[src/rtl/spi_register_master_pkg.sv]
// Shared constants and types for the SPI register-write initiator.
// The frame layout constants match those used by the synth SPI slave.
package spi_register_master_pkg;

    localparam int SPI_FRAME_BITS      = 32;
    localparam int SPI_REG_NUMBER_BITS = 16;
    localparam int SPI_REG_VALUE_BITS  = 16;
    localparam int BIT_CNT_W           = $clog2(SPI_FRAME_BITS);

    typedef enum logic [2:0] {
        ST_IDLE,
        ST_SETUP,
        ST_SHIFT,
        ST_HOLD,
        ST_GAP
    } state_e;

    function automatic int max3(input int a, input int b, input int c);
        int m;
        m = (a > b) ? a : b;
        return (m > c) ? m : c;
    endfunction

    function automatic logic [SPI_FRAME_BITS-1:0] pack_frame(
        input logic [SPI_REG_NUMBER_BITS-1:0] reg_number,
        input logic [SPI_REG_VALUE_BITS-1:0]  reg_value
    );
        return {reg_number, reg_value};
    endfunction

endpackage

[src/rtl/spi_sck_timer.sv]
// SCK generator: each half-period lasts CLK_DIV cycles while run is high.
// Strobes flag the last cycle of a high half and the last cycle of a bit.
module spi_sck_timer #(
    parameter int CLK_DIV = 2
) (
    input  logic i_Clock,
    input  logic i_Reset,
    input  logic start,
    input  logic run,
    input  logic last_bit,
    output logic sck,
    output logic last_high,
    output logic bit_end
);

    localparam int CNT_W = (CLK_DIV > 1) ? $clog2(CLK_DIV) : 1;
    localparam logic [CNT_W-1:0] CNT_LAST = CNT_W'(CLK_DIV - 1);

    logic [CNT_W-1:0] half_cnt;
    logic             half_done;

    assign half_done = run && (half_cnt == CNT_LAST);
    assign last_high = half_done && sck;
    assign bit_end   = half_done && !sck;

    // NOTE: clocked state uses non-blocking assignments so every flop sees pre-edge values.
    always_ff @(posedge i_Clock) begin
        if (i_Reset) begin
            half_cnt <= '0;
            sck      <= 1'b0;
        end else if (start) begin
            half_cnt <= '0;
            sck      <= 1'b1;
        end else if (run) begin
            if (half_done) begin
                half_cnt <= '0;
                // The final low half is not followed by another rise.
                sck      <= sck ? 1'b0 : !last_bit;
            end else begin
                half_cnt <= half_cnt + CNT_W'(1);
            end
        end else begin
            half_cnt <= '0;
            sck      <= 1'b0;
        end
    end

endmodule

[src/rtl/spi_register_master.sv]
// Host-side SPI mode-0 initiator: one 32-bit register write per CS frame,
// capturing the 32 MISO bits returned during the same frame.
module spi_register_master
    import spi_register_master_pkg::*;
#(
    parameter int CLK_DIV  = 2,
    parameter int CS_SETUP = 2,
    parameter int CS_HOLD  = 2,
    parameter int CS_IDLE  = 4
) (
    input  logic                           i_Clock,
    input  logic                           i_Reset,
    input  logic                           i_CmdValid,
    output logic                           o_CmdReady,
    input  logic [SPI_REG_NUMBER_BITS-1:0] i_CmdRegNumber,
    input  logic [SPI_REG_VALUE_BITS-1:0]  i_CmdRegValue,
    output logic                           o_RspValid,
    output logic [SPI_FRAME_BITS-1:0]      o_RspData,
    output logic                           o_Busy,
    output logic                           o_SPI_CS,
    output logic                           o_SPI_SCK,
    output logic                           o_SPI_MOSI,
    input  logic                           i_SPI_MISO
);

    localparam int PHASE_W = $clog2(max3(CS_SETUP, CS_HOLD, CS_IDLE) + 1);
    localparam logic [PHASE_W-1:0] SETUP_LAST = PHASE_W'(CS_SETUP - 1);
    localparam logic [PHASE_W-1:0] HOLD_LAST  = PHASE_W'(CS_HOLD - 1);
    localparam logic [PHASE_W-1:0] GAP_LAST   = PHASE_W'(CS_IDLE - 1);
    localparam logic [BIT_CNT_W-1:0] BIT_LAST = BIT_CNT_W'(SPI_FRAME_BITS - 1);

    state_e                    state_q, state_d;
    logic [PHASE_W-1:0]        phase_q;
    logic [BIT_CNT_W-1:0]      bit_q;
    logic [SPI_FRAME_BITS-1:0] shift_q;
    logic [SPI_FRAME_BITS-1:0] capture_q;
    logic                      miso_meta, miso_sync;
    logic                      cs_q;
    logic                      rsp_valid_q;
    logic [SPI_FRAME_BITS-1:0] rsp_data_q;

    logic handshake, timer_start, last_bit, last_high, bit_end, sck, frame_done;

    assign o_CmdReady = (state_q == ST_IDLE) && !i_Reset;
    assign handshake  = i_CmdValid && o_CmdReady;
    assign last_bit   = (bit_q == BIT_LAST);
    assign frame_done = (state_q == ST_HOLD) && (state_d == ST_GAP);

    assign o_Busy     = (state_q != ST_IDLE);
    assign o_SPI_CS   = cs_q;
    assign o_SPI_SCK  = sck;
    // Zeros are shifted in behind the frame, so MOSI returns to 0 after the last bit.
    assign o_SPI_MOSI = shift_q[SPI_FRAME_BITS-1];
    assign o_RspValid = rsp_valid_q;
    assign o_RspData  = rsp_data_q;

    spi_sck_timer #(
        .CLK_DIV (CLK_DIV)
    ) u_sck_timer (
        .i_Clock   (i_Clock),
        .i_Reset   (i_Reset),
        .start     (timer_start),
        .run       (state_q == ST_SHIFT),
        .last_bit  (last_bit),
        .sck       (sck),
        .last_high (last_high),
        .bit_end   (bit_end)
    );

    // NOTE: every output of this block is given a default first, so no path can infer a latch.
    always_comb begin
        state_d     = state_q;
        timer_start = 1'b0;
        case (state_q)
            ST_IDLE:  if (handshake) state_d = ST_SETUP;
            ST_SETUP: if (phase_q == SETUP_LAST) begin
                          state_d     = ST_SHIFT;
                          timer_start = 1'b1;
                      end
            ST_SHIFT: if (bit_end && last_bit) state_d = ST_HOLD;
            ST_HOLD:  if (phase_q == HOLD_LAST) state_d = ST_GAP;
            ST_GAP:   if (phase_q == GAP_LAST) state_d = ST_IDLE;
            default:  state_d = ST_IDLE;
        endcase
    end

    // NOTE: the synchroniser and capture register are reset as well, so nothing from an aborted frame survives.
    always_ff @(posedge i_Clock) begin
        if (i_Reset) begin
            state_q     <= ST_IDLE;
            phase_q     <= '0;
            bit_q       <= '0;
            shift_q     <= '0;
            capture_q   <= '0;
            miso_meta   <= 1'b0;
            miso_sync   <= 1'b0;
            cs_q        <= 1'b1;
            rsp_valid_q <= 1'b0;
            rsp_data_q  <= '0;
        end else begin
            state_q   <= state_d;
            miso_meta <= i_SPI_MISO;
            miso_sync <= miso_meta;
            cs_q      <= !(state_d inside {ST_SETUP, ST_SHIFT, ST_HOLD});

            if ((state_d == state_q) && (state_q inside {ST_SETUP, ST_HOLD, ST_GAP}))
                phase_q <= phase_q + PHASE_W'(1);
            else
                phase_q <= '0;

            if (bit_end)
                bit_q <= last_bit ? '0 : bit_q + BIT_CNT_W'(1);

            // Capture on the last high cycle; MOSI advances on the same edge SCK falls.
            if (handshake) begin
                shift_q   <= pack_frame(i_CmdRegNumber, i_CmdRegValue);
                capture_q <= '0;
            end else if (last_high) begin
                shift_q   <= {shift_q[SPI_FRAME_BITS-2:0], 1'b0};
                capture_q <= {capture_q[SPI_FRAME_BITS-2:0], miso_sync};
            end

            rsp_valid_q <= frame_done;
            if (frame_done)
                rsp_data_q <= capture_q;
        end
    end

endmodule

[config.mk]
export PLATFORM = sky130hd
export DESIGN_NAME = spi_register_master
export DESIGN_NICKNAME = d
export VERILOG_FILES = /design/src/rtl/spi_register_master_pkg.sv /design/src/rtl/spi_sck_timer.sv /design/src/rtl/spi_register_master.sv
export SDC_FILE = /design/constraint.sdc
export NUM_CORES = 1
export LEC_CHECK = 0
export BUFFER_PORTS_ARGS = -buffer_cell sky130_fd_sc_hd__buf_2
export CORE_MARGIN = 1.5
export CORE_UTILIZATION = 50
export DETAILED_ROUTE_END_ITERATION = 8
export PLACE_DENSITY_LB_ADDON = 0.25
export SYNTH_ARGS = -nofsm -noshare
export SYNTH_HDL_FRONTEND = slang
export SYNTH_HIERARCHICAL = 1
export SYNTH_SLANG_ARGS = --single-unit
[constraint.sdc]
create_clock -name i_Clock -period 6.5 [get_ports i_Clock]
set_clock_uncertainty 0.1 [all_clocks]
set_input_delay 0.65 -clock i_Clock [delete_from_list [all_inputs] [get_ports i_Clock]]
set_output_delay 0.65 -clock i_Clock [all_outputs]
set_load 0.02 [all_outputs]
==> results, run 1 <==
- For this design the total switching power over the nets is 0.000398 W.
- Relative to the synthesized area, the layout overhead comes to 20.0%.
- The number of instances on the worst hold path is 2.
- The first global-routing pass estimated 16000 microns of wire.
- The per-cell via count in the routed design is 5.54.
- The floorplan step defined a core boundary enclosing 0.00915 sq mm.
- The tool flagged a number of max-cap violations equal to 0.
- The critical path launch point type is a flop.
- The average instance area after synthesis is 9.74 sq um.
- The compound-cell area share of the yosys netlist is 17.0%.
- By startpoint and endpoint, the worst setup path is classified as reg -> reg.
- The biggest area consumer among synthesized cells is sky130_fd_sc_hd__dfxtp_1.
- The fraction of power consumed by combinational cells is under 10%.
- In the synthesized netlist, the number of instances is 481.
- Measured against its own limit, the worst slew margin works out to ~22%.
- The die is between 90 and 100 microns wide.
- The clock buffer count from CTS is 17.
- Once placement finished, the instance area stood at ~0.0051 sq mm.
- Along the worst path, the maximum fanout reaches 64.
- The weighted congestion reported at the end of routability-driven placement is 0.736.
- The maximum ir drop on the vdd rail is 167 uV.
- The number of buffers on the longest clock path is 2.
- Of the post-synthesis cell area, the part taken by muxes is between 10 and 15%.
- The aggregate global routing overflow is 0.
- Data arrives at the worst endpoint at 3.21 ns.
- The summed instance area of the synthesized netlist is approximately 0.0047 sq mm.
- The number of slew-limit violations in the final report was 0.
- The via total after detailed routing is ~3600.
- The die footprint is between 0.009 and 0.01 sq mm.
- The clock transition time at the flip-flop clock pins of the worst setup and hold paths is 0.06 ns.
- The total nets after synthesis is 522.
- The TritonCTS sink count is about 110.
- The count of cells in the finished layout, fillers not included, comes to 657.
- The count of buffers inserted at the top-level ports is 73.
- The clock network is responsible for between 50% and 60% of the overall power.
- The xor-xnor portion of the synthesized cell area is 0%.
- The starting DRC count in detailed routing is 127.
- The routed wirelength normalized by instance count is between 10 and 15 microns.
- The layout cell share with drive strength beyond 1 is between 20% and 30%.
- The clock root buffer is sky130_fd_sc_hd__clkbuf_8.
- The repair_antennas step left the layout with diodes totalling 0.
- The effective utilization at floorplan is between 50% and 60%.
- Setup repair after global routing left no endpoint under its margin.
- After Yosys synthesis, full adders, half adders and majority gates account for 1.33% of the synthesized area.
- The kind of end point of the critical path is a flop.
- In the synthesized netlist the dominant register cell turns out to be sky130_fd_sc_hd__dfxtp_1.
- Fill cells in the final layout number about 790.
- For the finished layout, the period the worst path requires is 2.89 ns.
- The total leakage power is ~2.0 nW.
- For this run, the number of Yosys warnings is 6.
- After detailed routing, the number of remaining DRC violations is 0.
- The share of total power dissipated in sequential elements is a little over two fifths.
- The pre-antenna-repair detailed-routing pass consisted of 4 iterations.
- The number of flops mapped to enable cells by yosys is 0.
- Entering global routing, the biggest net connects 65 pins.
- The latest clock arrival within the worst-skew pair is 0.51 ns.
- For this run, the top clock speed supported by timing is 346 MHz.
- The initial antenna violation count is 0.
- After detailed routing, the total wire length is 9510 microns.
- The die height is 99.8 microns.
- The number of different library cells used by synthesis comes to 35.
- The main combinational cell family by area after synthesis is compound AO/OA/AOI/OAI gates.
- The final-layout setup total negative slack is 0 ns.
- The fraction of the cycle the final worst path needs is about 44%.
- The number of placed instances, taps included, is 625.
- The count of state elements after synthesis is 113.
- The final instance area is about 0.0056 sq mm.
- The I/O pin count is 74.
- Buffers inserted to repair hold after CTS numbered 0.
- For the pin with the worst max-slew slack, the measured transition is about 1.2 ns.
- Setup violations remaining at the end of the flow were counted as 0.
- Of all flip-flops after synthesis, the portion carrying an async set or reset was 0%.
- The required time of the worst setup path is 6.82 ns.
- For this run, the register share of the synthesized area comes to 48.3%.
- The run finished with clean final reports.
- The post-route worst hold slack is approximately 0.29 ns.
- The cell area power density is approximately 300 mW/mm^2.
- The number of buffers added for setup after CTS is 0.
- The number of resized instances in the post-cts repair step is 0.
- The final HPWL from detailed placement is 5670 microns.
- Counting cells, the worst reg-to-reg path comes to 5.
- The synthesized-area fraction occupied by and/or/nand/nor cells is 14.8%.
- The clock tree from TritonCTS is built.
- Of the total power, the share spent switching nets is a little under a quarter.
- The path class of the tightest hold or removal check is in -> reg.
- The area share of the leading cell type in the synthesized netlist is between 40% and 50%.
- The count of endpoints failing hold in the final timing report is 0.
- Global routing consumed, over all layers together, 20.0% of the routing resources.
- CTS built an H-tree with a depth of 4.
- The count of nets left with antenna violations after detail routing is 0.
- The total number of placement rows is 35.
- After synthesis, the cell types taking the most area are sky130_fd_sc_hd__dfxtp_1 (48%), sky130_fd_sc_hd__mux2i_1 (14%), sky130_fd_sc_hd__a211oi_2 (7.7%).
- The internal power contribution is 0.00129 W.
- The number of global-route vias before repair is between 3000 and 4000.
- After the last flow step, the layout net total stands at approximately 570.
-- power groups by stage --
stage / registers, W / logic, W / clock network, W
2_1_floorplan: 0.000732 / 0.0000661 / 0
3_3_place_gp: 0.000733 / 0.0000855 / 0
3_5_place_dp: 0.000734 / 0.0000876 / 0
4_1_cts: 0.000719 / 0.0000880 / 0.000898
5_1_grt: 0.000721 / 0.0000959 / 0.000930
6_report: 0.000719 / 0.0000867 / 0.000884
-- kinds of logic after synthesis --
kind of cell    Yosys count
mux                      65
fa+ha+maj                 5
compound gates          110
simple gates            137
flops                   113
buf+inv                  51
-- critical path, stage by stage, from the launching register on --
cell	delay, ns
sky130_fd_sc_hd__dfxtp_1	0.30
sky130_fd_sc_hd__buf_4	0.36
sky130_fd_sc_hd__nor3b_1	0.52
sky130_fd_sc_hd__and3_4	1.01
sky130_fd_sc_hd__mux2i_1	0.21
sky130_fd_sc_hd__a211oi_2	0.26
-- layer usage --
metal	vias to the layer above	routed length, microns	global-route usage [%]
met2	63	4670	33.8
met1	1737	4430	24.3
met3	7	315	5.85
met5	-	0	0
li1	1836	-	-
met4	0	83	7.04
-- path summary, 6_finish.rpt --
path | startpoint | to | slack, ns
max | state_q[1]$_SDFF_PP0_ | shift_q[30]$_SDFFE_PP0P_ | 3.61
min | i_SPI_MISO | miso_meta$_SDFF_PP0_ | 0.29
max reg2reg | state_q[1]$_SDFF_PP0_ | shift_q[30]$_SDFFE_PP0P_ | 3.61
min reg2reg | miso_meta$_SDFF_PP0_ | miso_sync$_SDFF_PP0_ | 0.34
-- Yosys cell counts (all sizes together), types with 2 or more instances --
master  count
clkbuf     31
nand2       3
a31oi       2
or3b        2
and3        2
nor3b       2
nor2       42
nand2b      3
ha          5
a21oi      37
dfxtp     113
buf        15
nor2b       5
nor4bb      2
nor3       34
or4b        2
a211oi     31
inv         5
nand3      34
mux2i      65
o21ai      36
-- layout make-up --
class	instances	area [sq um]	share of cell area, %
Sequential cell	113	2260	40.2
Multi-Input combinational cell	317	2220	39.5
Clock buffer	17	414	7.36
Timing Repair Buffer	79	413	7.34
Clock inverter	15	159	2.82
Tap cell	111	139	2.47
Inverter	5	18.8	0.334
-- placed cells by master (no fill, tap or decap), types with 4 or more instances in the layout --
| cell | instances |
|---|---|
| sky130_fd_sc_hd__dfxtp_1 | 113 |
| sky130_fd_sc_hd__buf_2 | 72 |
| sky130_fd_sc_hd__mux2i_1 | 65 |
| sky130_fd_sc_hd__nor2_1 | 42 |
| sky130_fd_sc_hd__a21oi_1 | 37 |
| sky130_fd_sc_hd__o21ai_0 | 36 |
| sky130_fd_sc_hd__nand3_1 | 34 |
| sky130_fd_sc_hd__nor3_1 | 34 |
| sky130_fd_sc_hd__a211oi_2 | 29 |
| sky130_fd_sc_hd__clkbuf_16 | 16 |
| sky130_fd_sc_hd__buf_4 | 7 |
| sky130_fd_sc_hd__inv_1 | 5 |
| sky130_fd_sc_hd__nor2b_1 | 5 |
| sky130_fd_sc_hd__ha_1 | 5 |
| sky130_fd_sc_hd__inv_6 | 4 |
-- per-stage QoR --
stage               setup WS (ns)  util [%]  total power (W)
finish                       3.61      61.5          0.00169
global route                 3.41      61.5          0.00175
CTS                          3.59      61.5          0.00171
detailed placement           3.26      55.2         0.000821
global placement             3.34      55.2         0.000819
floorplan                    4.12         -         0.000799
-- state kept, by name, indices dropped and copies added (netlist names) --
| signal | count |
|---|---|
| bit_q | 5 |
| capture_q | 32 |
| miso_meta | 1 |
| miso_sync | 1 |
| o_RspData | 32 |
| o_RspValid | 1 |
| o_SPI_CS | 1 |
| phase_q | 3 |
| shift_q | 32 |
| state_q | 3 |
| u_sck_timer/half_cnt | 1 |
| u_sck_timer/sck | 1 |
Power figures use the tool's default switching activity.
==> run 2, diff against run 1 <==
--- a/config.mk
+++ b/config.mk
@@ -5,6 +5,7 @@
 export SDC_FILE = /design/constraint.sdc
 export NUM_CORES = 1
 export LEC_CHECK = 0
+export ABC_AREA = 1
 export BUFFER_PORTS_ARGS = -buffer_cell sky130_fd_sc_hd__buf_2
 export CORE_MARGIN = 1.5
 export CORE_UTILIZATION = 50
==> constraint.sdc (replaced) <==
create_clock -name i_Clock -period 2.7 [get_ports i_Clock]
set_clock_uncertainty 0.1 [all_clocks]
set_input_delay 0.27 -clock i_Clock [delete_from_list [all_inputs] [get_ports i_Clock]]
set_output_delay 0.27 -clock i_Clock [all_outputs]
set_load 0.02 [all_outputs]
==> run 2 against run 1 <==
Compared with the run above:
- synthesized cell count grew 27%
- via count grew 15%
- non-clock buffer count grew 36
- sequential share of layout area shrank 2.0 points
- largest cell class unchanged
==> results, run 2 <==
- Sorting the synthesized cells by how often they occur yields sky130_fd_sc_hd__nor2_1 (144), sky130_fd_sc_hd__nand2_1 (119), sky130_fd_sc_hd__dfxtp_1 (113), sky130_fd_sc_hd__o21ai_1 (57), sky130_fd_sc_hd__o21ai_0 (36).
- The total global routing track utilization is 22.1%.
- The routed wirelength normalized by instance count is 12.4 microns.
- In this run, placement finished with an instance count of about 760.
- The number of instances in the synthesized netlist is 612.
- The smallest setup slack after layout is 0.389 ns.
- The die height is 99.4 microns.
- The clock transition time at the flip-flop clock pins of the worst setup and hold paths is 0.06 ns.
- In this run, post-CTS hold repair placed 36 buffers.
- The most used flip-flop cell after synthesis is sky130_fd_sc_hd__dfxtp_1.
- Entering global routing, the biggest net connects 68 pins.
- In this run the standard cell core region covers 0.00885 sq mm.
- STA classifies the critical path endpoint as a flop.
- The worst hold-check path type is in -> reg.
- After legalization and detailed placement, the total HPWL measured just under 6000 microns.
- Clock tree synthesis selected as its root buffer the cell sky130_fd_sc_hd__clkbuf_8.
- Of all flip-flops after synthesis, the portion carrying an async set or reset was 0%.
- Yosys mapped a number of flops with a built-in enable equal to 0.
- The effective utilization at floorplan is 52.5%.
- The synthesized design contains 113 register bits.
- The library cells used most frequently in the layout, excluding fill and tap cells, are sky130_fd_sc_hd__nor2_1 (143), sky130_fd_sc_hd__nand2_1 (119), sky130_fd_sc_hd__dfxtp_1 (113), sky130_fd_sc_hd__buf_2 (73), sky130_fd_sc_hd__o21ai_1 (57).
- The largest single stage delay on the critical path is 0.56 ns.
- The worst setup path is of the reg -> reg kind.
- The run finished with clean final reports.
- The global-route wire length before repair is 17700 microns.
- The routed design could run at a clock period as short as between 2 and 2.5 ns.
- The required time of the worst setup path is 3.06 ns.
- The count of buffers added on input and output ports is 73.
- The total setup violations reported at the end of the flow is 0.
- Power spread over the standard cell area amounts to just over 700 mW/mm^2.
- The distinct cell type count of the synthesized netlist is 24.
- sky130_fd_sc_hd__dfxtp_1 takes more of the synthesized area than any other cell.
- Adding up every negative setup slack in the final design gives 0 ns.
- The number of buffers on the longest clock path is 2.
- By area the synthesized netlist is led by sky130_fd_sc_hd__dfxtp_1 (49%), sky130_fd_sc_hd__nor2_1 (12%), sky130_fd_sc_hd__nand2_1 (9.6%).
- During I/O placement, the number of pins put on the boundary was 74.
- The length of the first detailed-routing pass in iterations is 4.
- In the final layout, the share of cells above drive strength 1 is 21.7%.
- The fraction of the cycle the final worst path needs is 85.6%.
- The die footprint is 0.00988 sq mm.
- The area share of the leading cell type in the synthesized netlist is roughly half.
- Among all stages on the critical path, the largest delay is contributed by sky130_fd_sc_hd__dlygate4sd3_1.
- The number of inserted diodes is 0.
- Summed over all cells, the static leakage comes to 2.48 nW.
- Along the worst path, the maximum fanout reaches 33.
- The net count of the finished layout is 751.
- For the worst setup path, the data arrival time is 2.67 ns.
- The number of global-route vias before repair is 4020.
- Setup repair after global routing left no endpoint under its margin.
- At the placement stage, the worst setup path has a slack of 0.556 ns.
- Derived from the worst setup path, the maximum achievable clock frequency is 433 MHz.
- The worst pin sits at a relative slew slack of between 50 and 60%.
- After detailed routing, the number of remaining DRC violations is 0.
- Summed over all layers, the routed wires come to 10300 microns.
- The number of slew-limit violations in the final report came to 0.
- The most frequent standard cell in the layout excluding fill and tap cells is sky130_fd_sc_hd__nor2_1.
- In this run the horizontal extent of the chip is slightly below 100 microns.
- The kind of cell with the highest combined delay along the critical path is buffers and inverters.
- In this run, CTS created clock tree buffers numbering 17.
- The tool flagged a number of max-cap violations equal to 0.
- Post-CTS timing repair inserted 0 buffers for setup.
- During synthesis, Yosys emitted a total of 6 warnings.
- For this run the aggregate overflow at the end of global routing stands at 0.
- For the pin with the worst max-slew slack, the measured transition is 0.626 ns.
- The tree built by TritonCTS fans out to 113 sinks.
- The maximum level of the CTS H-tree is 4.
- The library cell with the highest instance count after synthesis is sky130_fd_sc_hd__nor2_1.
- The first routing iteration left 130 violations.
- STA classifies the critical path startpoint as a flop.
- The count of endpoints failing hold in the final timing report is 0.
- The average instance area after synthesis is 7.59 sq um.
- Across the VDD grid, the largest voltage drop is 464 uV.
- The number of resized instances in the post-cts repair step is 0.
- The initial antenna violation count is 0.
- After synthesis the cells add up to 0.00465 sq mm.
- The final non-filler cell total is 831.
- Once layout is done, the placed cells without fillers occupy 0.00593 sq mm.
- The via total after detailed routing is 4188.
- After floorplanning, the core was divided into 34 placement rows.
- The signal on the critical path passes through inv_1 > nand3_1 > inv_1 > nand2_1 > nor2_4 > inv_2 > nand3_1 > a21oi_2 > dlygate4sd3_1.
- The clock tree from TritonCTS is built.
- Power comes to between 0.004 and 0.005 W.
- The count of nets left with antenna violations after detail routing is 0.
- The latest clock arrival within the worst-skew pair is 0.51 ns.
- Together, buffers and inverters on the worst path number 4.
- The per-cell via count in the routed design is 5.04.
- Counting the fill cells in the layout gives slightly above 700.
- The share of the Yosys chip area taken by registers is 48.7%.
- After detailed placement, the total cell area comes to 0.00497 sq mm.
- The weighted congestion reported at the end of routability-driven placement is 0.790.
- The signed area change from the synthesized netlist to the final layout is 27.5%.
- The number of nets handed over by synthesis was between 600 and 700.
==> run 2: cells by family (layout without fill, tap and decap cells) <==
| group | Yosys count | in the layout | share of synthesized area [%] |
|---|---|---|---|
| simple gates | 286 | 286 | 25.0 |
| compound gates | 132 | 132 | 16.8 |
| flops | 113 | 113 | 48.7 |
| buf+inv | 76 | 187 | 8.10 |
| fa+ha+maj | 5 | 5 | 1.35 |
==> run 2: worst paths after layout <==
check | from | cells after the start | slack (ns) | to
setup reg to reg | state_q[0]$_SDFF_PP0_ | 9 | 0.39 | shift_q[0]$_SDFFE_PP0P_
hold reg to reg | miso_meta$_SDFF_PP0_ | 2 | 0.31 | miso_sync$_SDFF_PP0_
hold / removal | i_CmdValid | 5 | 0.17 | shift_q[5]$_SDFFE_PP0P_
setup / recovery | state_q[0]$_SDFF_PP0_ | 9 | 0.39 | shift_q[0]$_SDFFE_PP0P_
==> run 2: report_power, final <==
group	switching (W)	internal [W]	leakage, nW
sequential	0.0000179	0.00171	0.916
combinational	0.000148	0.000111	1.27
clock	0.000814	0.00138	0.286
total	0.000979	0.00320	2.48
==> run 2: per-layer routing <==
layer | track usage (%) | vias up | routed length (microns) | part of all wire (%)
li1 | - | 2149 | - | -
met2 | 38.7 | 108 | 5150 | 50
met3 | 5.34 | 16 | 477 | 4.6
met4 | 8.02 | 0 | 152 | 1.5
met1 | 26.4 | 1915 | 4520 | 44
met5 | 0 | - | 0 | 0
==> run 2: layout make-up <==
type	instances	area [sq um]	area share, %
Sequential cell	113	2260	38.2
Multi-Input combinational cell	423	2020	34.0
Clock inverter	13	150	2.53
Tap cell	108	135	2.28
Timing Repair Buffer	115	771	13.0
Inverter	40	151	2.55
Clock buffer	19	442	7.45
==> run 2: per-stage QoR <==
stage                     util (%)  hold slack, ns
after floorplan                  -           0.242
after global placement        56.2           0.302
after detailed placement      56.2           0.305
after CTS                     67.0           0.153
after global routing          67.0           0.208
final                         67.0           0.167
==> run 2: worst min-delay path: stages <==
cell                         delay (ns)
sky130_fd_sc_hd__buf_2             0.13
sky130_fd_sc_hd__clkinvlp_2        0.10
sky130_fd_sc_hd__nor2_4            0.08
sky130_fd_sc_hd__o21ai_1           0.11
sky130_fd_sc_hd__nor2_1            0.05
==> run 3, diff against run 2 <==
--- a/config.mk
+++ b/config.mk
@@ -10,6 +10,7 @@
 export CORE_MARGIN = 1.5
 export CORE_UTILIZATION = 50
 export DETAILED_ROUTE_END_ITERATION = 8
+export MAX_ROUTING_LAYER = met4
 export PLACE_DENSITY_LB_ADDON = 0.25
 export SYNTH_ARGS = -nofsm -noshare
 export SYNTH_HDL_FRONTEND = slang
==> run 3 against run 2 <==
Compared with the run above:
- clock power about the same
- wire length down 0.49%
- critical endpoint unchanged
- largest cell class unchanged
- cell count is the same
- hold slack improved by 0.0032 ns
- flip-flop and latch count is the same
- largest power group unchanged
==> results, run 3 (synthesis gave the netlist of run 2 again) <==
- The number of inserted diodes is 0.
- The latest clock arrival within the worst-skew pair is roughly 0.51 ns.
- The worst setup path is launched from a flop.
- The die is 99.4 microns wide.
- The core occupancy in the finished layout is about two thirds.
- The critical path data arrival time is 2.66 ns.
- Using the TritonRoute via totals, the vias-per-cell ratio works out to 5.00.
- The count of endpoints failing hold in the final timing report is 0.
- The destination of the critical timing path is shift_q[0]$_SDFFE_PP0P_.
- The first global-routing pass estimated 17700 microns of wire.
- In the routed design, unresolved DRC markers number 0.
- The minimum setup slack among reg-to-reg paths is 0.39 ns.
- The total number of placement rows is 34.
- The cell with the largest stage delay on the worst path is sky130_fd_sc_hd__dlygate4sd3_1.
- The total leakage power is ~2.5 nW.
- The number of maximum-capacitance violations is 0.
- Once detailed placement completed, the half-perimeter wirelength came to 5860 microns.
- In this run the cell area measured after placement is slightly below 0.005 sq mm.
- The endpoint identified for the worst register-to-register timing path is shift_q[0]$_SDFFE_PP0P_.
- The starting DRC count in detailed routing is 149.
- The most critical setup path has its startpoint at state_q[0]$_SDFF_PP0_.
- Broken down by cell family, the worst path's largest delay share belongs to buffers and inverters.
- In this run the most critical hold path is launched from i_CmdValid.
- The signed area change from the synthesized netlist to the final layout is 27.5%.
- The setup path with the least slack is of type reg -> reg.
- The largest net degree at the start of global routing is 68.
- Measured in cells, the most critical reg-to-reg path has a length of 9.
- The number of stages on the worst setup path is 9.
- The layout has 706 filler cells.
- Counting along the longest clock path gives a buffer depth of 2.
- The number of global-route vias before repair is 4019.
- The launch point of the worst reg-to-reg path is state_q[0]$_SDFF_PP0_.
- The first detailed-routing pass took 7 iterations.
- TritonCTS built the clock tree.
- The clock root buffer is sky130_fd_sc_hd__clkbuf_8.
- Once detail routing completed, the nets flagged for antenna violations numbered 0.
- The library cells used most frequently in the layout, excluding fill and tap cells, are sky130_fd_sc_hd__nor2_1 (143), sky130_fd_sc_hd__nand2_1 (119), sky130_fd_sc_hd__dfxtp_1 (113), sky130_fd_sc_hd__buf_2 (73), sky130_fd_sc_hd__o21ai_1 (57).
- The worst hold-check path type is in -> reg.
- Of the cells placed in the final design, the portion with a size suffix greater than 1 is about 22%.
- The buffer and inverter count on the worst path is 4.
- The core footprint is 0.00885 sq mm.
- The number of slew-limit violations in the final report is 0.
- In this run, post-CTS hold repair placed 36 buffers.
- The critical path goes through inv_1 > nand3_1 > inv_1 > nand2_1 > nor2_4 > inv_2 > nand3_1 > a21oi_2 > dlygate4sd3_1.
- Data on the critical path is required at its endpoint by 3.05 ns.
- Power spread over the standard cell area amounts to 704 mW/mm^2.
- The I/O pin count is 74.
- CTS built an H-tree with a depth of 4.
- In this run the worst path has a maximum fanout of 33.
- The transition time at the pin with the least slew margin is 0.621 ns.
- Headroom to the max-slew limit came out at 58.6%.
- After global routing the overflow that remains totals 0.
- The routed layout has a little over 4000 vias.
- The delay contributed by the slowest stage of the critical path is 0.56 ns.
- The effective utilization at floorplan is 52.5%.
- After detailed routing, the average wire length per cell comes to 12.3 microns.
- The time the worst path needs with I/O delays and setup is 2.31 ns.
- The post-route worst hold slack is 0.170 ns.
- The aggregate routed wire length is 10300 microns.
- The die height is 99.4 microns.
- The maximum operating frequency is approximately 430 MHz.
- The initial antenna violation count is 0.
- Across the VDD grid, the largest voltage drop is 463 uV.
- Across every metal layer, demand over resource in global routing totals 22.8%.
- The total setup violations reported at the end of the flow is 0.
- Leaving out fill and tap cells, the most frequent cell in the layout is sky130_fd_sc_hd__nor2_1.
- STA classifies the critical path endpoint as a flop.
- Once routing completed, OpenROAD measured the worst setup slack at 0.392 ns.
- The final-layout setup total negative slack is 0 ns.
- Buffers inserted during clock tree synthesis total 17.
- Setup repair after global routing left no endpoint under its margin.
- The final instance area is 0.00593 sq mm.
- In the final design database the tool counted ~750 nets.
- The run finished with clean final reports.
- The die covers 0.00988 sq mm.
- After clock tree synthesis, the repair step resized 0 gates.
- After clock tree synthesis, the clock-pin slew on the worst setup and hold paths is 0.06 ns.
- The weighted congestion reported at the end of routability-driven placement is 0.801.
- The clock net in this run drives a total of 113 sinks.
- In this run the post-CTS setup repair buffer count came out at 0.
- The count of buffers added on input and output ports is 73.
- The setup slack at placement is around 0.56 ns.
- The fraction of the cycle the final worst path needs is a little under nine tenths.
==> run 3: per-layer routing <==
layer | global-route usage, % | vias to the layer above | part of all wire, %
met5 | - | - | 0
met4 | 8.02 | 0 | 1.3
met3 | 5.13 | 13 | 4.5
met2 | 38.9 | 103 | 51
met1 | 26.4 | 1891 | 43
li1 | - | 2146 | -
==> run 3: power by group <==
group | leakage [nW] | internal [W] | switching (W) | total, W
registers | 0.916 | 0.00171 | 0.0000178 | 0.00173
logic | 1.27 | 0.000111 | 0.000147 | 0.000258
clock network | 0.286 | 0.00138 | 0.000810 | 0.00219
==> run 3: worst min-delay path by stage <==
stage	endpoint	slack, ns	depth (start not counted)
floorplan	u_sck_timer/sck$_SDFFE_PP0P_	0.24	1
global placement	miso_sync$_SDFF_PP0_	0.30	2
detailed placement	miso_sync$_SDFF_PP0_	0.31	2
CTS	shift_q[5]$_SDFFE_PP0P_	0.15	5
global route	shift_q[2]$_SDFFE_PP0P_	0.21	5
finish	shift_q[5]$_SDFFE_PP0P_	0.17	5
==> run 3: worst register-to-register path, stage by stage (launching register included) <==
cell and delay (ns):
sky130_fd_sc_hd__dfxtp_1 0.41, sky130_fd_sc_hd__inv_1 0.10, sky130_fd_sc_hd__nand3_1 0.09, sky130_fd_sc_hd__inv_1 0.08, sky130_fd_sc_hd__nand2_1 0.15, sky130_fd_sc_hd__nor2_4 0.05, sky130_fd_sc_hd__inv_2 0.37, sky130_fd_sc_hd__nand3_1 0.19
sky130_fd_sc_hd__a21oi_2 0.16, sky130_fd_sc_hd__dlygate4sd3_1 0.56
==> run 3: final cells by class <==
type / count / area [sq um] / area share, %
inverters: 40 / 151 / 2.55
repair buffers: 115 / 771 / 13.0
flip-flops and latches: 113 / 2260 / 38.2
well taps: 108 / 135 / 2.28
clock inverters: 13 / 150 / 2.53
clock buffers: 19 / 442 / 7.45
multi-input cells: 423 / 2020 / 34.0
==> run 3: stage by stage <==
step                instances  power (W)
floorplan                 612    0.00192
global placement          763    0.00197
detailed placement        763    0.00197
CTS                       831    0.00420
global route              831    0.00432
finish                    831    0.00417
